### config.mk
export PLATFORM = sky130hd
export DESIGN_NAME = traffic_phase_sequencer
export DESIGN_NICKNAME = d
export VERILOG_FILES = /design/src/rtl/traffic_pkg.sv /design/src/rtl/phase_timer.sv /design/src/rtl/traffic_phase_sequencer.sv
export SDC_FILE = /design/constraint.sdc
export NUM_CORES = 1
export LEC_CHECK = 0
export CELL_PAD_IN_SITES_DETAIL_PLACEMENT = 1
export CELL_PAD_IN_SITES_GLOBAL_PLACEMENT = 2
export CORE_ASPECT_RATIO = 1.1
export CORE_UTILIZATION = 43
export DETAILED_ROUTE_END_ITERATION = 12
export DONT_BUFFER_PORTS = 1
export PLACE_DENSITY = 0.81
export SETUP_SLACK_MARGIN = 0.2
export SLEW_MARGIN = 20
export SYNTH_ARGS = -nofsm -noshare
export SYNTH_HDL_FRONTEND = slang
export SYNTH_SLANG_ARGS = --single-unit
### constraint.sdc
create_clock -name slowclk -period 4.72 [get_ports slowclk]
set_input_delay 0.472 -clock slowclk [delete_from_list [all_inputs] [get_ports slowclk]]
set_output_delay 0.472 -clock slowclk [all_outputs]
set_load 0.1 [all_outputs]
### src/rtl/traffic_pkg.sv
// Shared types and helpers for the intersection phase sequencer.
package traffic_pkg;

  typedef enum logic [3:0] {
    ST_STARTUP = 4'd0,
    ST_TURN_G  = 4'd1,
    ST_TURN_Y  = 4'd2,
    ST_TURN_R  = 4'd3,
    ST_THRU_G  = 4'd4,
    ST_THRU_Y  = 4'd5,
    ST_THRU_R  = 4'd6,
    ST_FLASH   = 4'd7
  } state_e;

  localparam logic [1:0] LAMP_OFF = 2'b00;
  localparam logic [1:0] LAMP_RED = 2'b01;
  localparam logic [1:0] LAMP_YEL = 2'b10;
  localparam logic [1:0] LAMP_GRN = 2'b11;

  // Green length in ticks for a given flow step; caller narrows to the timer width.
  function automatic logic [63:0] green_ticks(input logic [63:0] base,
                                              input logic [63:0] step,
                                              input logic [1:0]  flow);
    return base + ({62'd0, flow} * step);
  endfunction

endpackage

### src/rtl/phase_timer.sv
// Loadable down-counter that parks at zero; zero flag is combinational from the count.
module phase_timer #(
  parameter int               CNT_W   = 26,
  parameter logic [CNT_W-1:0] RST_VAL = '0
) (
  input  logic             slowclk,
  input  logic             reset,
  input  logic             load,
  input  logic [CNT_W-1:0] load_val,
  output logic             zero
);

  logic [CNT_W-1:0] cnt;

  always_ff @(posedge slowclk or posedge reset) begin
    if (reset)             cnt <= RST_VAL;
    else if (load)         cnt <= load_val;
    else if (cnt != '0)    cnt <= cnt - 1'b1;
  end

  assign zero = (cnt == '0);

endmodule

### src/rtl/traffic_phase_sequencer.sv
// Round-robin turn/through phase sequencer with pedestrian walk, permissive
// flashing-yellow turn and all-red flash mode. Lamps are Moore-decoded.
module traffic_phase_sequencer
  import traffic_pkg::*;
#(
  parameter  int NUM_AXES     = 2,
  parameter  int CNT_W        = 26,
  parameter  int GREEN_BASE   = 23437500,
  parameter  int GREEN_STEP   = 7812500,
  parameter  int YELLOW_TICKS = 9375000,
  parameter  int RED_TICKS    = 6250000,
  parameter  int FLASH_TICKS  = 3125000,
  localparam int AX_W         = (NUM_AXES > 1) ? $clog2(NUM_AXES) : 1
) (
  input  logic                  slowclk,
  input  logic                  reset,
  input  logic [1:0]            flow,
  input  logic [NUM_AXES-1:0]   ped_req,
  input  logic                  flash_mode,
  output logic [AX_W-1:0]       active_axis,
  output logic [2*NUM_AXES-1:0] turn_lamp,
  output logic [2*NUM_AXES-1:0] thru_lamp,
  output logic [NUM_AXES-1:0]   walk,
  output logic [NUM_AXES-1:0]   ped_pending,
  output logic [3:0]            state_code
);

  localparam logic [63:0] CNT_LIM = 64'd1 << CNT_W;
  localparam logic [63:0] GMAX    = 64'(GREEN_BASE) + 64'd3 * 64'(GREEN_STEP);

  if (NUM_AXES < 2 || NUM_AXES > 8) begin : g_bad_axes
    $error("NUM_AXES must be 2..8");
  end
  if (GREEN_BASE < 1 || YELLOW_TICKS < 1 || RED_TICKS < 1 || FLASH_TICKS < 1 ||
      GREEN_STEP < 0) begin : g_bad_dur
    $error("every duration must be at least 1");
  end
  if (GMAX >= CNT_LIM || 64'(YELLOW_TICKS) >= CNT_LIM || 64'(RED_TICKS) >= CNT_LIM ||
      64'(FLASH_TICKS) >= CNT_LIM) begin : g_bad_width
    $error("durations do not fit CNT_W");
  end

  localparam logic [CNT_W-1:0] YEL_LD   = CNT_W'(YELLOW_TICKS - 1);
  localparam logic [CNT_W-1:0] RED_LD   = CNT_W'(RED_TICKS - 1);
  localparam logic [CNT_W-1:0] FLASH_LD = CNT_W'(FLASH_TICKS - 1);

  state_e                        state, state_n;
  logic [AX_W-1:0]               axis, axis_n, axis_inc;
  logic                          walk_flag, walk_flag_n;
  logic                          flash_phase;
  logic [NUM_AXES-1:0]           clr_mask;
  logic                          tmr_load, tmr_zero;
  logic [CNT_W-1:0]              tmr_val, green_ld;
  logic                          fl_enter, fl_zero;
  logic [NUM_AXES-1:0][1:0]      turn_a, thru_a;

  assign green_ld = CNT_W'(green_ticks(64'(GREEN_BASE), 64'(GREEN_STEP), flow) - 64'd1);
  assign axis_inc = (axis == AX_W'(NUM_AXES - 1)) ? '0 : axis + 1'b1;

  phase_timer #(.CNT_W(CNT_W), .RST_VAL(RED_LD)) u_phase_tmr (
    .slowclk (slowclk),
    .reset   (reset),
    .load    (tmr_load),
    .load_val(tmr_val),
    .zero    (tmr_zero)
  );

  // Half-period timer for the permissive-turn and all-red flashing.
  phase_timer #(.CNT_W(CNT_W), .RST_VAL(FLASH_LD)) u_flash_tmr (
    .slowclk (slowclk),
    .reset   (reset),
    .load    (fl_enter | fl_zero),
    .load_val(FLASH_LD),
    .zero    (fl_zero)
  );

  always_ff @(posedge slowclk or posedge reset) begin
    if (reset) begin
      state       <= ST_STARTUP;
      axis        <= '0;
      walk_flag   <= 1'b0;
      flash_phase <= 1'b0;
      ped_pending <= '0;
    end else begin
      state       <= state_n;
      axis        <= axis_n;
      walk_flag   <= walk_flag_n;
      ped_pending <= (ped_pending & ~clr_mask) | ped_req;
      if (fl_enter)     flash_phase <= 1'b0;
      else if (fl_zero) flash_phase <= ~flash_phase;
    end
  end

  always_comb begin
    state_n     = state;
    axis_n      = axis;
    walk_flag_n = walk_flag;
    tmr_load    = 1'b0;
    tmr_val     = RED_LD;
    clr_mask    = '0;
    case (state)
      ST_STARTUP: if (tmr_zero) begin
        if (flash_mode) state_n = ST_FLASH;
        else begin
          state_n  = ST_TURN_G;
          tmr_load = 1'b1;
          tmr_val  = green_ld;
        end
      end
      ST_TURN_G: if (tmr_zero) begin
        state_n  = ST_TURN_Y;
        tmr_load = 1'b1;
        tmr_val  = YEL_LD;
      end
      ST_TURN_Y: if (tmr_zero) begin
        state_n  = ST_TURN_R;
        tmr_load = 1'b1;
      end
      ST_TURN_R: if (tmr_zero) begin
        if (flash_mode) state_n = ST_FLASH;
        else begin
          state_n          = ST_THRU_G;
          tmr_load         = 1'b1;
          tmr_val          = green_ld;
          walk_flag_n      = ped_pending[axis];
          clr_mask[axis]   = 1'b1;
        end
      end
      ST_THRU_G: if (tmr_zero) begin
        state_n  = ST_THRU_Y;
        tmr_load = 1'b1;
        tmr_val  = YEL_LD;
      end
      ST_THRU_Y: if (tmr_zero) begin
        state_n  = ST_THRU_R;
        tmr_load = 1'b1;
      end
      ST_THRU_R: if (tmr_zero) begin
        if (flash_mode) state_n = ST_FLASH;
        else begin
          state_n  = ST_TURN_G;
          axis_n   = axis_inc;
          tmr_load = 1'b1;
          tmr_val  = green_ld;
        end
      end
      ST_FLASH: if (!flash_mode) begin
        state_n  = ST_STARTUP;
        axis_n   = '0;
        tmr_load = 1'b1;
      end
      default: state_n = ST_STARTUP;
    endcase
  end

  assign fl_enter = (state_n != state) && (state_n == ST_THRU_G || state_n == ST_FLASH);

  // Returns {turn, thru} for one axis.
  function automatic logic [3:0] lane_lamps(input state_e st, input logic act,
                                            input logic wf, input logic ph);
    logic [1:0] t, h;
    t = LAMP_RED;
    h = LAMP_RED;
    if (st == ST_FLASH) begin
      t = ph ? LAMP_OFF : LAMP_RED;
      h = t;
    end else if (act) begin
      case (st)
        ST_TURN_G: t = LAMP_GRN;
        ST_TURN_Y: t = LAMP_YEL;
        ST_THRU_G: begin
          h = LAMP_GRN;
          t = wf ? LAMP_RED : (ph ? LAMP_OFF : LAMP_YEL);
        end
        ST_THRU_Y: h = LAMP_YEL;
        default: ;
      endcase
    end
    return {t, h};
  endfunction

  for (genvar i = 0; i < NUM_AXES; i++) begin : g_lane
    logic act;
    assign act = (axis == AX_W'(i));
    assign {turn_a[i], thru_a[i]} = lane_lamps(state, act, walk_flag, flash_phase);
    assign walk[i] = (state == ST_THRU_G) && act && walk_flag;
  end

  assign turn_lamp   = turn_a;
  assign thru_lamp   = thru_a;
  assign active_axis = axis;
  assign state_code  = state;

endmodule

==> summary.txt, run 1 <==
STA
  • Setup violators final: 0
  • Maximum clock frequency: 323.9 MHz
  • Tmin final: 3087 ps
  • Max-slew violation count: 0
  • RSZ-0062 raised after global routing: no
  • Worst slew margin: 29.76%
  • Final worst path period share: roughly two thirds
  • Final hold vios: 0
  • Worst Tran Pin Value: 1052 ps
  • Setup TNS: 0 ps
  • Clock Skew: 10.33 ps

CTS
  • CTS Buffer Depth: 2
  • CTS Hold Buffers Added: 0
  • CTS H-tree depth: 3
  • CTS sink cnt: 61
  • Num CTS Buffers: 9
  • # Post-CTS Setup Buffers: 0
  • CTS tree: done
  • Clock Tree Root: clkbuf_8
  • Post-CTS Resized: 0
  • CTS clk-pin slew, worst paths: 70 ps
  • Worst-Skew Late Latency: 360 ps

Synth
  • Synth Flop Type: dfrtp_1
  • Synth area leader: dfrtp_1
  • Synth top cells by count: nand2_1 (50), nor2_1 (45), nor3_1 (33), dfrtp_1 (32), dfstp_2 (29)
  • Post-synth ARST share: 100.0%
  • Ranking of synthesized cells by area: dfrtp_1 (21%), dfstp_2 (20%), xnor2_1 (5.3%)
  • Post-synth EDFFs: 0
  • YS warnings: 0
  • FF+latch count, synth: 61
  • Mapped Area: 3795 um^2
  • Cells after Synth: 432
  • Synthesized Nets: 449
  • Avg Cell Area, Syn: 8.784 um^2
  • Count leader, synth: nand2_1
  • Sequential share of the synthesized area: 41.18%
  • Share of the synthesized area in the top cell type: 21.10%
  • Yosys cell types: 57

Detailed routing
  • Post-route DRC: 0
  • DR vias: 3226
  • DR WL/cell: roughly 19 um
  • Vias per std cell: 5.802
  • DRT Wirelength: between 10 and 15 mm
  • TritonRoute pass-1 iters: 4
  • Number of DRC markers in iteration 0: 129
  • Post-DRT Antenna Nets: 0

Setup path
  • CP endpoint kind: primary output
  • Critical path arrival: 2620 ps
  • CP required: approximately 4300 ps
  • Crit path max fanout: 14
  • CP Class: reg -> out
  • Worst Setup Start Kind: flip-flop
  • R2R cell count: 11

Floorplan
  • I/O Pins: 24
  • Die area: 9206 um^2
  • Chip height: 100.5 um
  • Cell Rows: 35
  • Core Box Area: 8452 um^2
  • Initial Util: roughly 45%
  • Chip width: 91.57 um

GRT
  • Vias in the first global route: 3228
  • Largest net degree at the start of global routing: a little over 60
  • GRT overflow: 0
  • Aggregate global-route resource usage: 24.49%
  • First-pass GRT wire length: 17.23 mm
  • Initial antenna violation count: 0

Cells and area
  • Final core occ: 50.38%
  • Register Area: ~1600 um^2
  • N_diodes: 0
  • Area Growth Syn to Fin: 12.20%
  • Layout cells sized above 1: 18.88%
  • Area taken by multi-input logic gates: 2146 um^2
  • # nets final: approximately 460
  • Fill cells: 1000

Place
  • Detailed Place HPWL: 7.199 mm
  • GP Congestion: about 0.87
  • Port-buffer cells: 0

Power and ir drop
  • Power per cell area: 326.2 nW/um^2
  • Leakage: 1.601 nW
  • Peak supply drop: roughly 0.14 mV

Outcome
  • Outcome: completed

Worst hold path
  • HP Class: in -> reg
  • Hold Crit Depth: 1

Run
  • Max_cap viols: 0
[cells in the final DEF, fill, tap and decap left out, types with 4 or more instances in the layout]
master	netlist	routed
nand2_1	50	50
nor2_1	45	42
dfrtp_1	32	31
nor3_1	33	30
dfstp_2	29	29
o21ai_0	26	26
xnor2_1	23	23
a21oi_1	21	20
xor2_1	19	19
nor4_1	14	14
buf_4	0	13
ha_1	10	10
nand3_1	9	9
inv_1	10	9
nand2b_1	9	9
clkbuf_8	0	9
or4_1	8	8
or3_1	5	5
a21o_1	5	5
a22oi_1	4	4
and2_1	4	4
mux2_2	4	4
[critical path, stage by stage (launching register included)]
cell and delay, ps:
dfrtp_1 320, buf_4 380, nand2b_1 310, nor2_1 110, and2_1 200, nand2_1 90, o41a_1 850
[cells by family (layout without fill, tap and decap cells)]
group,after synthesis,after routing,share of synthesized area [%]
XOR/XNOR,42,42,9.693
adder cells (fa/ha/maj),11,11,3.561
AND/OR/NAND/NOR,206,206,28.49
AO/OA/AOI/OAI,77,77,12.56
other,1,1,0.09882
buffers and inverters,29,42,2.967
multiplexers,5,5,1.451
flip-flops,61,61,41.18
[per-stage QoR]
stage                     hold WS (ps)  cells  setup slack [ps]  total power, mW  instance area (um^2)
after floorplan                  432.7    432             419.2           0.8494                  3795
after global placement           447.2    540              1800           0.9107                  4054
after detailed placement         465.2    540              1797           0.9170                  4054
after CTS                        199.8    556              1542            1.405                  4253
after global routing             203.3    556              1492            1.462                  4258
final                            212.8    556              1633            1.389                  4258
[state kept, by name (all words and copies together), names as in the netlist]
register         flops
active_axis          1
flash_phase          1
ped_pending          2
state_code           4
u_flash_tmr.cnt     26
u_phase_tmr.cnt     26
walk_flag            1
[layout make-up]
type | count | area share (%)
Multi-Input combinational cell | 342 | 50.40
Sequential cell | 61 | 36.73
Timing Repair Buffer | 16 | 4.055
Tap cell | 111 | 3.262
Clock buffer | 9 | 2.909
Clock inverter | 7 | 1.763
Inverter | 10 | 0.8816
[path summary, 6_finish.rpt]
check,from,endpoint,slack (ps)
min in group asynchronous,reset,u_phase_tmr.cnt[15],230
hold reg to reg,u_flash_tmr.cnt[0],u_flash_tmr.cnt[0],490
setup / recovery,state_code[3],turn_lamp[0],1630
max in group asynchronous,reset,active_axis,3920
setup reg to reg,u_phase_tmr.cnt[0],u_phase_tmr.cnt[10],1720
hold / removal,ped_req[1],ped_pending[1],210
[metal layers]
| layer | GRT usage [%] | wire length [um] |
|---|---|---|
| met1 | 32.85 | 4764 |
| met2 | 39.91 | 5011 |
| met3 | 4.223 | 360 |
| met4 | 8.913 | 175 |
| met5 | 0 | 0 |
[power by group]
group | internal [mW] | switching, mW
registers | 0.600 | 0.0745
logic | 0.103 | 0.131
clock network | 0.245 | 0.235
Note: power is estimated with default switching activity, not from simulation.
==> run 2, diff against run 1 <==
--- a/config.mk
+++ b/config.mk
@@ -8,10 +8,10 @@
 export CELL_PAD_IN_SITES_DETAIL_PLACEMENT = 1
 export CELL_PAD_IN_SITES_GLOBAL_PLACEMENT = 2
 export CORE_ASPECT_RATIO = 1.1
-export CORE_UTILIZATION = 43
+export CORE_UTILIZATION = 40
 export DETAILED_ROUTE_END_ITERATION = 12
 export DONT_BUFFER_PORTS = 1
-export PLACE_DENSITY = 0.81
+export PLACE_DENSITY = 0.76
 export SETUP_SLACK_MARGIN = 0.2
 export SLEW_MARGIN = 20
 export SYNTH_ARGS = -nofsm -noshare
==> constraint.sdc (replaced) <==
create_clock -name slowclk -period 3.1 [get_ports slowclk]
set_input_delay 0.31 -clock slowclk [delete_from_list [all_inputs] [get_ports slowclk]]
set_output_delay 0.31 -clock slowclk [all_outputs]
set_load 0.1 [all_outputs]
==> run 2 against run 1 <==
Against the previous run: first-iteration DRC count is 6.2% lower; sequential cell count stayed put; non-clock buffer count is 16 higher; clock skew increased by 3.0 ps; global-route usage shrank 1.5 points; power up 60%.
==> summary.txt, run 2 (same netlist as run 1, synthesis figures left out) <==
Outcome
  • Outcome: completed

Setup path
  • CP endpoint kind: flip-flop
  • Most used cell, CP: or3_4
  • Worst reg2reg path startpoint: u_phase_tmr.cnt[13]
  • CP Class: reg -> reg
  • Cells along the critical path: or4_4, or3_4, or3_4, nor4b_4, mux2_2
  • Slowest-stage cell, CP: or4_4
  • CP required: between 3000 and 4000 ps
  • Critical path arrival: 2900 ps
  • Worst Setup Start Kind: flip-flop
  • Delay of the slowest critical-path stage: 570 ps
  • Crit. Startpoint: u_phase_tmr.cnt[13]
  • Crit path max fanout: 13

Place
  • Cell count after placement: roughly 560
  • Detailed Place HPWL: 7.633 mm
  • Dpl ws: between 400 and 500 ps
  • Port-buffer cells: 0
  • GP Congestion: 0.7762

GRT
  • GRT overflow: 0
  • First-pass GRT wire length: 17.59 mm
  • Aggregate global-route resource usage: 23.03%
  • Vias in the first global route: 3417
  • Initial antenna violation count: 0
  • Largest net degree at the start of global routing: 35

Floorplan
  • Initial Util: between 40% and 50%
  • Chip width: 94.87 um
  • Cell Rows: 36
  • Chip height: 104.2 um
  • Core Box Area: 9054 um^2
  • Die area: 9881 um^2
  • I/O Pins: 24

Detailed routing
  • TritonRoute pass-1 iters: 4
  • Post-DRT Antenna Nets: 0
  • Number of DRC markers in iteration 0: 121
  • DR WL/cell: 18.01 um
  • Post-route DRC: 0
  • DRT Wirelength: just over 10 mm
  • DR vias: around 3200
  • Vias per std cell: between 5 and 6

STA
  • Final hold vios: 0
  • Worst slew margin: between 30% and 40%
  • Setup TNS: 0 ps
  • RSZ-0062 raised after global routing: no
  • Maximum clock frequency: 376.0 MHz
  • Worst setup slack after layout: approximately 440 ps
  • Setup violators final: 0
  • Fin Hold WS: 48.84 ps
  • Final worst path period share: 85.80%
  • Worst Tran Pin Value: 918.7 ps
  • Tmin final: between 2000 and 3000 ps
  • Clock Skew: 13.34 ps
  • Max-slew violation count: 0

Cells and area
  • Final core occ: 49.00%
  • Most frequent cells in the layout: nand2_1 (50), nor2_1 (42), dfrtp_1 (31)
  • Post-Layout Cell Count: 575
  • Fill cells: 1072
  • Area Growth Syn to Fin: 16.91%
  • Layout cells sized above 1: 21.26%
  • Most common cell after layout, fill and taps aside: nand2_1
  • N_diodes: 0
  • # nets final: 473

Power and ir drop
  • Peak supply drop: approximately 0.25 mV
  • Leakage: 1.709 nW
  • Power per cell area: approximately 500 nW/um^2

CTS
  • CTS sink cnt: 61
  • Clock Tree Root: clkbuf_8
  • # Post-CTS Setup Buffers: 0
  • Post-CTS Resized: 0
  • CTS clk-pin slew, worst paths: around 70 ps
  • Num CTS Buffers: 9
  • Worst-Skew Late Latency: roughly 350 ps
  • CTS Buffer Depth: 2
  • CTS H-tree depth: 3
  • CTS tree: done

Worst hold path
  • HP Class: in -> reg
  • Worst Hold Launch: ped_req[0]

Run
  • Max_cap viols: 0
==> run 2: changes by cell type in the layout (fill, tap and decap cells not counted) <==
cell / delta
buf_4: +13
buf_12: +5
clkbuf_16: -3
nor3_2: -3
nor3_4: +3
a21oi_1: +1
a21oi_2: -1
bufinv_16: +1
clkinv_4: -1
clkinvlp_4: -1
dlygate4sd3_1: +1
inv_6: +1
nor2_2: -1
nor2_4: +1
==> run 2: final timing paths <==
kind,to,slack [ps],cells past startpoint
max in group asynchronous,u_phase_tmr.cnt[12],1790,3
hold / removal,ped_pending[0],50,1
setup reg to reg,walk_flag,440,5
hold reg to reg,u_flash_tmr.cnt[0],460,1
min in group asynchronous,u_flash_tmr.cnt[22],540,2
setup / recovery,walk_flag,440,5
==> run 2: timing repair <==
action                                  4_1_cts  5_1_grt
hold buffers                                  1        0
endpoints found under the setup margin        0        0
hold endpoints to repair                     17        0
==> run 2: per-layer routing <==
metal / vias up / track usage [%] / wire length (um)
met4: 0 / 5.303 / 108
met1: 1603 / 30.74 / 4793
met5: - / 0 / 0
met2: 50 / 38.08 / 5142
met3: 12 / 4.532 / 311
li1: 1574 / - / -
==> run 2: final cells by class <==
| cell class | count | area [um^2] | area share [%] |
|---|---|---|---|
| well taps | 114 | 142.6 | 3.215 |
| clock buffers | 9 | 123.9 | 2.792 |
| flip-flops and latches | 61 | 1564 | 35.25 |
| multi-input cells | 342 | 2166 | 48.82 |
| inverters | 10 | 37.54 | 0.8460 |
| clock inverters | 7 | 97.59 | 2.200 |
| repair buffers | 32 | 305.3 | 6.881 |
==> run 2: worst max-delay path, delay by kind of cell, from the launching register on <==
kind	cells	cell delay, ps
DFF	1	420
muxes	1	370
and+or+nand+nor	4	1760
==> run 2: power breakdown <==
part	switching, mW	internal [mW]
Clock	0.359	0.457
Combinational	0.217	0.168
Sequential	0.112	0.914
==> run 2: stage by stage <==
stage,instance area [um^2],total power [mW]
floorplan,3835,1.294
global placement,4205,1.408
detailed placement,4205,1.422
CTS,4437,2.249
global route,4437,2.350
finish,4437,2.226
